**config.mk**
```make
export PLATFORM = sky130hd
export DESIGN_NAME = flush_seq_unit
export DESIGN_NICKNAME = d
export VERILOG_FILES = /design/src/rtl/flush_seq_unit.sv
export SDC_FILE = /design/constraint.sdc
export NUM_CORES = 1
export LEC_CHECK = 0
export ABC_AREA = 0
export BUFFER_PORTS_ARGS = -buffer_cell sky130_fd_sc_hd__buf_2
export CAP_MARGIN = 20
export CELL_PAD_IN_SITES_DETAIL_PLACEMENT = 1
export CELL_PAD_IN_SITES_GLOBAL_PLACEMENT = 1
export CORE_UTILIZATION = 38
export DETAILED_ROUTE_END_ITERATION = 7
export PLACE_DENSITY = 0.95
export SLEW_MARGIN = 30
export SYNTH_ARGS = -nofsm -noshare
export SYNTH_HDL_FRONTEND = slang
export SYNTH_SLANG_ARGS = --single-unit
```
**constraint.sdc**
```tcl
create_clock -name clk_i -period 4.4 [get_ports clk_i]
set_clock_uncertainty 0.15 [all_clocks]
set_input_delay 0.88 -clock clk_i [delete_from_list [all_inputs] [get_ports clk_i]]
set_output_delay 0.88 -clock clk_i [all_outputs]
set_load 0.01 [all_outputs]
```
**src/rtl/flush_seq_unit.sv**
```systemverilog
// rtl/flush_seq_unit.sv - sequencer for MSHR clears, TLB flush and L1D-to-L2C sync.
// Optional watchdog enabled by macro FLUSH_SEQ_TIMEOUT_EN.
module flush_seq_unit #(
  parameter int ASID_W         = 16,
  parameter int VPN_W          = 27,
  parameter int TIMEOUT_CYCLES = 1024
) (
  input  logic              clk_i,
  input  logic              rst_n_i,
  input  logic              req_valid_i,
  output logic              req_ready_o,
  input  logic [1:0]        req_flush_type_i,
  input  logic [ASID_W-1:0] req_asid_i,
  input  logic [VPN_W-1:0]  req_vpn_i,
  input  logic              req_clr_tlb_mshr_i,
  input  logic              req_clr_dmshr_i,
  input  logic              req_sync_i,
  output logic              tlb_clr_mshr_o,
  output logic              dmshr_clr_o,
  output logic              tlb_flush_valid_o,
  output logic [1:0]        tlb_flush_type_o,
  output logic [ASID_W-1:0] tlb_flush_asid_o,
  output logic [VPN_W-1:0]  tlb_flush_vpn_o,
  input  logic              tlb_flush_ack_i,
  output logic              sync_req_o,
  input  logic              l2c_update_done_i,
  output logic              busy_o,
  output logic              done_o,
  output logic              err_o
);

  typedef enum logic [2:0] {S_IDLE, S_CLEAR, S_TLB, S_SYNC, S_DONE} state_e;

  state_e            state_q, state_d;
  logic [1:0]        ftype_q, ftype_d;
  logic [ASID_W-1:0] asid_q, asid_d;
  logic [VPN_W-1:0]  vpn_q, vpn_d;
  logic              clr_tlb_q, clr_tlb_d;
  logic              clr_dm_q, clr_dm_d;
  logic              sync_q, sync_d;
  logic              ready_c;
  logic              timeout;

  always_comb begin
    state_d           = state_q;
    ftype_d           = ftype_q;
    asid_d            = asid_q;
    vpn_d             = vpn_q;
    clr_tlb_d         = clr_tlb_q;
    clr_dm_d          = clr_dm_q;
    sync_d            = sync_q;
    ready_c           = 1'b0;
    tlb_clr_mshr_o    = 1'b0;
    dmshr_clr_o       = 1'b0;
    tlb_flush_valid_o = 1'b0;
    sync_req_o        = 1'b0;
    done_o            = 1'b0;
    busy_o            = (state_q != S_IDLE);
    case (state_q)
      S_IDLE: begin
        ready_c = 1'b1;
        if (req_valid_i) begin
          ftype_d   = req_flush_type_i;
          asid_d    = req_asid_i;
          vpn_d     = req_vpn_i;
          clr_tlb_d = req_clr_tlb_mshr_i;
          clr_dm_d  = req_clr_dmshr_i;
          sync_d    = req_sync_i;
          state_d   = S_CLEAR;
        end
      end
      S_CLEAR: begin
        tlb_clr_mshr_o = clr_tlb_q;
        dmshr_clr_o    = clr_dm_q;
        if (ftype_q != 2'd0) state_d = S_TLB;
        else if (sync_q)     state_d = S_SYNC;
        else                 state_d = S_DONE;
      end
      S_TLB: begin
        tlb_flush_valid_o = 1'b1;
        if (tlb_flush_ack_i) state_d = sync_q ? S_SYNC : S_DONE;
        else if (timeout)    state_d = S_DONE;
      end
      S_SYNC: begin
        sync_req_o = 1'b1;
        if (l2c_update_done_i || timeout) state_d = S_DONE;
      end
      S_DONE: begin
        done_o  = 1'b1;
        state_d = S_IDLE;
      end
      default: state_d = S_IDLE;
    endcase
  end

  // Ready is held low while reset is asserted even though the state reads IDLE.
  assign req_ready_o      = ready_c & rst_n_i;
  assign tlb_flush_type_o = ftype_q;
  assign tlb_flush_asid_o = asid_q;
  assign tlb_flush_vpn_o  = vpn_q;

  always_ff @(posedge clk_i or negedge rst_n_i) begin
    if (!rst_n_i) begin
      state_q   <= S_IDLE;
      ftype_q   <= '0;
      asid_q    <= '0;
      vpn_q     <= '0;
      clr_tlb_q <= 1'b0;
      clr_dm_q  <= 1'b0;
      sync_q    <= 1'b0;
    end else begin
      state_q   <= state_d;
      ftype_q   <= ftype_d;
      asid_q    <= asid_d;
      vpn_q     <= vpn_d;
      clr_tlb_q <= clr_tlb_d;
      clr_dm_q  <= clr_dm_d;
      sync_q    <= sync_d;
    end
  end

`ifdef FLUSH_SEQ_TIMEOUT_EN
  localparam int                CNT_W    = $clog2(TIMEOUT_CYCLES + 1);
  localparam logic [CNT_W-1:0] CNT_LAST = CNT_W'(TIMEOUT_CYCLES - 1);

  logic [CNT_W-1:0] cnt_q, cnt_d;
  logic             err_q, err_d;

  // Fires on the last allowed waiting cycle so the strobe is high exactly TIMEOUT_CYCLES cycles.
  assign timeout = (cnt_q == CNT_LAST);

  always_comb begin
    cnt_d = '0;
    err_d = err_q;
    if ((state_q == S_TLB || state_q == S_SYNC) && state_d == state_q)
      cnt_d = cnt_q + CNT_W'(1);
    if (state_q == S_IDLE && req_valid_i)
      err_d = 1'b0;
    if ((state_q == S_TLB && !tlb_flush_ack_i && timeout) ||
        (state_q == S_SYNC && !l2c_update_done_i && timeout))
      err_d = 1'b1;
  end

  always_ff @(posedge clk_i or negedge rst_n_i) begin
    if (!rst_n_i) begin
      cnt_q <= '0;
      err_q <= 1'b0;
    end else begin
      cnt_q <= cnt_d;
      err_q <= err_d;
    end
  end

  assign err_o = err_q & (state_q == S_DONE);
`else
  logic unused_timeout;
  assign unused_timeout = ^TIMEOUT_CYCLES;
  assign timeout        = 1'b0;
  assign err_o          = 1'b0;
`endif

endmodule

```
==> summary.md, run 1 <==
| Metric | Value |
|---|---|
| Outcome | completed |
| WP data arrival | about 1.4 ns |
| Die width | 77.5 microns |
| Filler cells | between 500 and 600 |
| I/O pin count | between 100 and 150 |
| Sw Share | between 30% and 40% |
| PortBufs | approximately 100 |
| Register area share after synthesis | between 50% and 60% |
| Total global-route track usage | 15.8% |
| RSZ-0062 raised after global routing | false |
| Per-cell routed wire length | ~15 microns |
| Worst Path Required | approximately 3.4 ns |
| Crit end category | output port |
| Number of global-route vias before repair | 1569 |
| Hpwl dp | around 3500 microns |
| YS warnings | 0 |
| Hold/Removal Path Class | flip-flop to flip-flop |
| Root Driver | clkbuf_8 |
| Non-Filler Instances | ~310 |
| Postcts setup bufs | 0 |
| WHS | 0.358 ns |
| Core area | around 0.0055 sq mm |
| Crit Path Max Fanout | 11 |
| Nets | 294 |
| TritonRoute pass-1 iters | 4 |
| Die height | 77.5 microns |
| TNS Setup | 0 ns |
| Vias/cell | around 4.8 |
| Fin crit period | ~2.4 ns |
| Power Dens Cells | around 800 mW/mm^2 |
| Area delta synth->final | 30.6% |
| Placed insts | a little over 300 |
| Worst-Skew Late Latency | 0.29 ns |
| Starting density of the core | 39.3% |
| Row Count | 27 |
| DR iter-0 viols | between 40 and 50 |
| Initial antenna violation count | 0 |
| Critical path class | flip-flop to output port |
| Hold_buf cts | 0 |
| CTS Buf Count | 5 |
| Slew headroom | 50.5% |
| Leak Pwr | ~0.0014 uW |
| First-pass GRT wire length | around 7500 microns |
| DIE AREA | approximately 0.006 sq mm |
| Final Hold Vio Count | 0 |
| Gp weighted congestion | between 0.7 and 0.8 |
| Syn Nets | between 150 and 200 |
| Share of layout cells above drive strength 1 | 67.8% |
| Syn Inst Count | between 100 and 150 |
| Diode count | 0 |
| Fin crit share | between 50 and 60% |
| Clk slew on worst S/H paths | ~0.090 ns |
| Count of cell types in the netlist | 25 |
| Post-Route WL | around 4700 microns |
| Worst vdd ir | 0.285 mV |
| CTS H-tree lvls | 2 |
| Clock Power Share | roughly 17% |
| Critical Path Start Type | flip-flop |
| GR Overflow Total | 0 |
| Finish-stage setup viols | 0 |
| Sw Pwr | just over 700 uW |
| Vias | 1499 |
| Clock buffer depth | 2 |
| Synthesized cell area | ~0.0022 sq mm |
| Int Power | around 1500 uW |
| Slew @ Worst Pin | between 0.7 and 0.8 ns |
| Setup slack after placement | 2.09 ns |
| Largest net degree at the start of global routing | between 50 and 60 |
| Clk sinks | between 50 and 60 |
| Final worst slack | roughly 2.0 ns |
| Final ANT Viol Nets | 0 |
| Max-slew violations | 0 |
| Register bit total from synthesis | just over 50 |
| Sequential Power Share | between 30% and 40% |
| Total of max-cap violations | 0 |
| Combinational power share | a little over two fifths |
| Quantity of gates resized following cts | 0 |
| DR DRC count | 0 |
| Average cell area after synthesis | around 16 sq um |
| CTS tree | done |
| Fmax | between 0.4 and 0.5 GHz |
[kinds of logic (layout without fill, tap and decap cells)]
kind of cell / after synthesis / after routing / synth area share (%)
compound gates: 7 / 7 / 2.02
mux: 50 / 50 / 29.4
simple gates: 16 / 16 / 4.51
other cells: 1 / 1 / 0.173
buf+inv: 12 / 117 / 4.97
flops: 51 / 51 / 58.9
[area by class of cell]
cell class / count / area, sq um / area share [%]
clock buffer: 5 / 68.8 / 2.43
clock inverter: 3 / 67.6 / 2.39
timing repair buffer: 105 / 528 / 18.7
tap: 72 / 90.1 / 3.19
multi-input combinational: 74 / 782 / 27.7
sequential: 51 / 1280 / 45.1
inverter: 4 / 15.0 / 0.531
[metrics by stage]
| step | instance area (sq um) | util [%] | total power, uW |
|---|---|---|---|
| 2_1_floorplan | 2170 | - | 1530 |
| 3_3_place_gp | 2690 | 48.9 | 1790 |
| 3_5_place_dp | 2690 | 48.9 | 1850 |
| 4_1_cts | 2830 | 51.4 | 2240 |
| 5_1_grt | 2830 | 51.4 | 2340 |
| 6_report | 2830 | 51.4 | 2200 |
[worst max-delay path, stage by stage (launching register included)]
cell and delay [ns]:
dfrtp_1 0.55, nor2b_1 0.25, nand2_1 0.10, inv_1 0.07, buf_2 0.12
[layer usage]
| layer | vias to the layer above | wire [microns] | global-route usage, % |
|---|---|---|---|
| met5 | - | 0 | 0 |
| met4 | 0 | 32 | 3.96 |
| met3 | 4 | 245 | 3.18 |
| met2 | 68 | 2450 | 28.0 |
| met1 | 745 | 1930 | 19.7 |
| li1 | 682 | - | - |
[power groups by stage]
stage               logic (uW)  clock network [uW]  registers (uW)
floorplan                  589                   0             944
global route              1040                 401             900
CTS                        976                 388             872
detailed placement         974                   0             877
global placement           939                   0             852
finish                     959                 374             868
[cells in the final DEF, fill, tap and decap left out, types with 2 or more instances in the layout]
| cell | n |
|---|---|
| and3_1 | 2 |
| nor3_1 | 2 |
| dfrtp_1 | 51 |
| mux2_2 | 29 |
| inv_1 | 4 |
| mux2_4 | 20 |
| o21ai_0 | 2 |
| buf_2 | 104 |
| bufinv_16 | 2 |
| clkbuf_8 | 5 |
| and2_1 | 2 |
| a21oi_1 | 2 |
| nand2_1 | 3 |
[path summary, 6_finish.rpt]
| path | slack (ns) | from | cells after the start | to |
|---|---|---|---|---|
| max in group asynchronous | 3.09 | rst_n_i | 2 | tlb_flush_asid_o[12] |
| min reg2reg | 0.36 | tlb_flush_asid_o[9] | 1 | tlb_flush_asid_o[9] |
| max | 1.99 | state_q[1] | 4 | sync_req_o |
| min in group asynchronous | 0.56 | rst_n_i | 2 | state_q[2] |
| min | 0.36 | tlb_flush_asid_o[9] | 1 | tlb_flush_asid_o[9] |
| max reg2reg | 2.27 | state_q[0] | 3 | clr_dm_q |
[Yosys cell counts]
| cell type | instances | area (sq um) |
|---|---|---|
| nand2b_1 | 1 | 6.26 |
| dfrtp_1 | 51 | 1280 |
| nand2_1 | 3 | 11.3 |
| o221ai_1 | 1 | 8.76 |
| o22ai_1 | 1 | 6.26 |
| buf_2 | 2 | 10.0 |
| buf_4 | 3 | 22.5 |
| nor3_1 | 2 | 10.0 |
| and2_4 | 1 | 8.76 |
| nor2_1 | 1 | 3.75 |
| nor4b_1 | 1 | 8.76 |
| a21oi_1 | 2 | 10.0 |
| and3_1 | 2 | 12.5 |
| o31a_1 | 1 | 8.76 |
| nand3b_1 | 1 | 7.51 |
| conb_1 | 1 | 3.75 |
| o21ai_0 | 2 | 10.0 |
| nor3_2 | 1 | 10.0 |
| mux2i_1 | 1 | 10.0 |
| and2_1 | 2 | 12.5 |
| buf_12 | 3 | 60.1 |
| nor2b_1 | 1 | 6.26 |
| mux2_2 | 29 | 327 |
| inv_1 | 4 | 15.0 |
| mux2_4 | 20 | 300 |
[state kept, by name, indices dropped and copies added, names as in the netlist]
| signal | flops |
|---|---|
| sync_q | 1 |
| tlb_flush_type_o | 2 |
| state_q | 3 |
| tlb_flush_vpn_o | 27 |
| clr_dm_q | 1 |
| clr_tlb_q | 1 |
| tlb_flush_asid_o | 16 |
Note: power is estimated with default switching activity, not from simulation.
==> run 2, diff against run 1 <==
--- a/config.mk
+++ b/config.mk
@@ -5,14 +5,14 @@
 export SDC_FILE = /design/constraint.sdc
 export NUM_CORES = 1
 export LEC_CHECK = 0
-export ABC_AREA = 0
+export ABC_AREA = 1
 export BUFFER_PORTS_ARGS = -buffer_cell sky130_fd_sc_hd__buf_2
 export CAP_MARGIN = 20
 export CELL_PAD_IN_SITES_DETAIL_PLACEMENT = 1
 export CELL_PAD_IN_SITES_GLOBAL_PLACEMENT = 1
-export CORE_UTILIZATION = 38
+export CORE_UTILIZATION = 29
 export DETAILED_ROUTE_END_ITERATION = 7
-export PLACE_DENSITY = 0.95
+export PLACE_DENSITY = 0.86
 export SLEW_MARGIN = 30
 export SYNTH_ARGS = -nofsm -noshare
 export SYNTH_HDL_FRONTEND = slang
==> constraint.sdc (replaced) <==
create_clock -name clk_i -period 2.21 [get_ports clk_i]
set_clock_uncertainty 0.15 [all_clocks]
set_input_delay 0.442 -clock clk_i [delete_from_list [all_inputs] [get_ports clk_i]]
set_output_delay 0.442 -clock clk_i [all_outputs]
set_load 0.01 [all_outputs]
==> summary.md, run 2 <==
| Metric | Value |
|---|---|
| Final ANT Viol Nets | 0 (unchanged) |
| Synth top area share | 57.7% (was 58.9%) |
| TNS Setup | 0 ns (unchanged) |
| Total global-route track usage | 15.7% (was 15.8%) |
| Critical path class | flip-flop to output port (unchanged) |
| CTS Buf Count | 5 (unchanged) |
| I/O pin count | 106 (unchanged) |
| Area contributors post-synth | dfrtp_1, nand2_1, o21ai_0 (was dfrtp_1, mux2_2, mux2_4) |
| Outcome | completed (unchanged) |
| Worst Path Required | 1.62 ns (was 3.37 ns) |
| GR Overflow Total | 0 (unchanged) |
| Leading cell type in the layout, fill and taps excluded | nand2_1 (was buf_2) |
| Fin crit period | approximately 2 ns |
| Leak Pwr | 0.00162 uW (was 0.00142 uW) |
| Final Power | 3910 uW (was 2200 uW) |
| Worst R2R Setup Slack | 0.49 ns (was 2.27 ns) |
| Fmax | roughly 0.50 GHz |
| Area delta synth->final | 29.8% (was 30.6%) |
| Share of layout cells above drive strength 1 | 34.4% (was 67.8%) |
| CTS H-tree lvls | 2 (unchanged) |
| Top cells by count, synth | nand2_1, dfrtp_1, o21ai_0 (was dfrtp_1, mux2_2, mux2_4) |
| Number of synthesized flops with an enable pin | 0 (unchanged) |
| Post-Route WL | 5960 microns (was 4650 microns) |
| Reg2reg start | state_q[0] (unchanged) |
| Highest routed layer | met4 (unchanged) |
| Cell accounting for the most synthesized area | dfrtp_1 (unchanged) |
| TritonRoute pass-1 iters | 4 (unchanged) |
| Final Hold Vio Count | 0 (unchanged) |
| Max-slew violations | 0 (unchanged) |
| Total of max-cap violations | 0 (unchanged) |
| Max reg flops | 27 (unchanged) |
| Vias | 2052 (was 1499) |
| Finish-stage setup viols | 0 (unchanged) |
| Worst r2r dst | clr_dm_q (unchanged) |
| Power Dens Cells | 1360 mW/mm^2 (was 778 mW/mm^2) |
| Crit Path Max Fanout | 18 (was 11) |
| First-pass GRT wire length | 9570 microns (was 7470 microns) |
| Count of cell types in the netlist | 21 (was 25) |
| Register area share after synthesis | 57.7% (was 58.9%) |
| Worst reg-to-reg path cell count | 6 (was 3) |
| Hpwl dp | 4320 microns (was 3490 microns) |
| Slew headroom | 56.3% (was 50.5%) |
| Slew @ Worst Pin | 0.655 ns (was 0.742 ns) |
| DR DRC count | 0 (unchanged) |
| Initial antenna violation count | 0 (unchanged) |
| YS warnings | 0 (unchanged) |
| Syn Nets | 307 (was 190) |
| Die width | 89.3 microns (was 77.5 microns) |
| Met2 wire length | 3120 microns (was 2450 microns) |
| DR iter-0 viols | 27 (was 47) |
| Clk slew on worst S/H paths | 0.09 ns (about the same) |
| Quantity of gates resized following cts | 0 (unchanged) |
| WP data arrival | 1.41 ns (was 1.38 ns) |
| Diode count | 0 (unchanged) |
| Root Driver | clkbuf_8 (unchanged) |
| Clk sinks | 51 (unchanged) |
| Most used DFF post-synth | dfrtp_1 (unchanged) |
| Synthesized cell area | 0.00221 sq mm (was 0.00217 sq mm) |
| Gp weighted congestion | 0.722 (was 0.746) |
| CTS tree | done (unchanged) |
| Most common cell in the netlist | nand2_1 (was dfrtp_1) |
| DIE AREA | 0.00798 sq mm (was 0.00601 sq mm) |
| Nets | 407 (was 294) |
| Hold_buf cts | 0 (unchanged) |
| Per-cell routed wire length | 13.1 microns (was 14.8 microns) |
| Postcts setup bufs | 0 (unchanged) |
| Core area | 0.00729 sq mm (was 0.00551 sq mm) |
| Post-synth ARST share | 100% (unchanged) |
| Worst setup startpoint | state_q[0] (was state_q[1]) |
| Met1 WL | 2500 microns (was 1930 microns) |
| Number of global-route vias before repair | 2046 (was 1569) |
| Average cell area after synthesis | 8.70 sq um (was 15.8 sq um) |
| Routed wire length on met3 | 289 microns (was 245 microns) |
| Most frequent cells in the layout | nand2_1, buf_2, dfrtp_1 (was buf_2, dfrtp_1, mux2_2) |
| Crit end category | output port (unchanged) |
| Hold/Removal Path Class | input port to async pin (was flip-flop to flip-flop) |
| Filler cells | 933 (was 595) |
| Register bit total from synthesis | 51 (unchanged) |
| Worst vdd ir | 0.443 mV (was 0.285 mV) |
| RSZ-0062 raised after global routing | false (unchanged) |
| Largest net degree at the start of global routing | 52 (unchanged) |
| Syn Inst Count | 254 (was 137) |
| WHS | 0.114 ns (was 0.358 ns) |
| PortBufs | 104 (unchanged) |
| Die height | 89.3 microns (was 77.5 microns) |
| Row Count | 31 (was 27) |
| Vias/cell | 4.52 (was 4.77) |
| Worst-Skew Late Latency | 0.30 ns (was 0.29 ns) |
| Critical Path Start Type | flip-flop (unchanged) |
| Starting density of the core | 30.3% (was 39.3%) |
| Fin crit share | between 90% and 100% |
| Clock buffer depth | 2 (unchanged) |
run 2: layer usage:
layer  vias up  track usage, %
met5         -               0
met4         0            3.46
met3         6            3.32
met2        61            28.5
met1       988            19.2
li1        997               -
run 2: kinds of logic (layout without fill, tap and decap cells):
| group | count (synthesis) | after routing | share of synthesized area (%) |
|---|---|---|---|
| AO/OA/AOI/OAI | 51 | 51 | 12.1 |
| buffers and inverters | 28 | 129 | 7.75 |
| flip-flops | 51 | 51 | 57.7 |
| other | 1 | 1 | 0.170 |
| AND/OR/NAND/NOR | 123 | 123 | 22.2 |
run 2: how the worst max path moves through the flow:
stage                           endpoint  slack [ns]  cells after the start
final                        req_ready_o        0.21                      4
after detailed placement        clr_dm_q        0.48                      6
after floorplan              req_ready_o        0.57                      5
after global placement            sync_q        0.54                      5
after CTS                    req_ready_o        0.18                      4
after global routing      tlb_clr_mshr_o        0.06                      5
run 2: final cells by class:
type / count / area [sq um] / share of cell area, %
flip-flops and latches: 51 / 1280 / 44.5
multi-input cells: 175 / 763 / 26.6
repair buffers: 108 / 563 / 19.6
well taps: 99 / 124 / 4.32
clock buffers: 7 / 86.3 / 3.01
inverters: 13 / 48.8 / 1.70
clock inverters: 1 / 8.76 / 0.305
run 2: critical path, stage by stage, from the launching register on:
cell and delay (ns):
dfrtp_1 0.42, inv_1 0.15, nand3_4 0.22, nor2_1 0.17, buf_2 0.15
run 2: power by group:
group	internal, uW	switching [uW]
clock	257	312
sequential	1370	239
combinational	640	1100
run 2: per-stage QoR:
stage | util, % | cell area [sq um] | std cells | worst slack (ns)
floorplan | - | 2210 | 254 | 0.565
global placement | 38.1 | 2780 | 446 | 0.542
detailed placement | 38.1 | 2780 | 446 | 0.480
CTS | 39.4 | 2870 | 454 | 0.177
global route | 39.4 | 2870 | 454 | 0.0643
finish | 39.4 | 2870 | 454 | 0.208
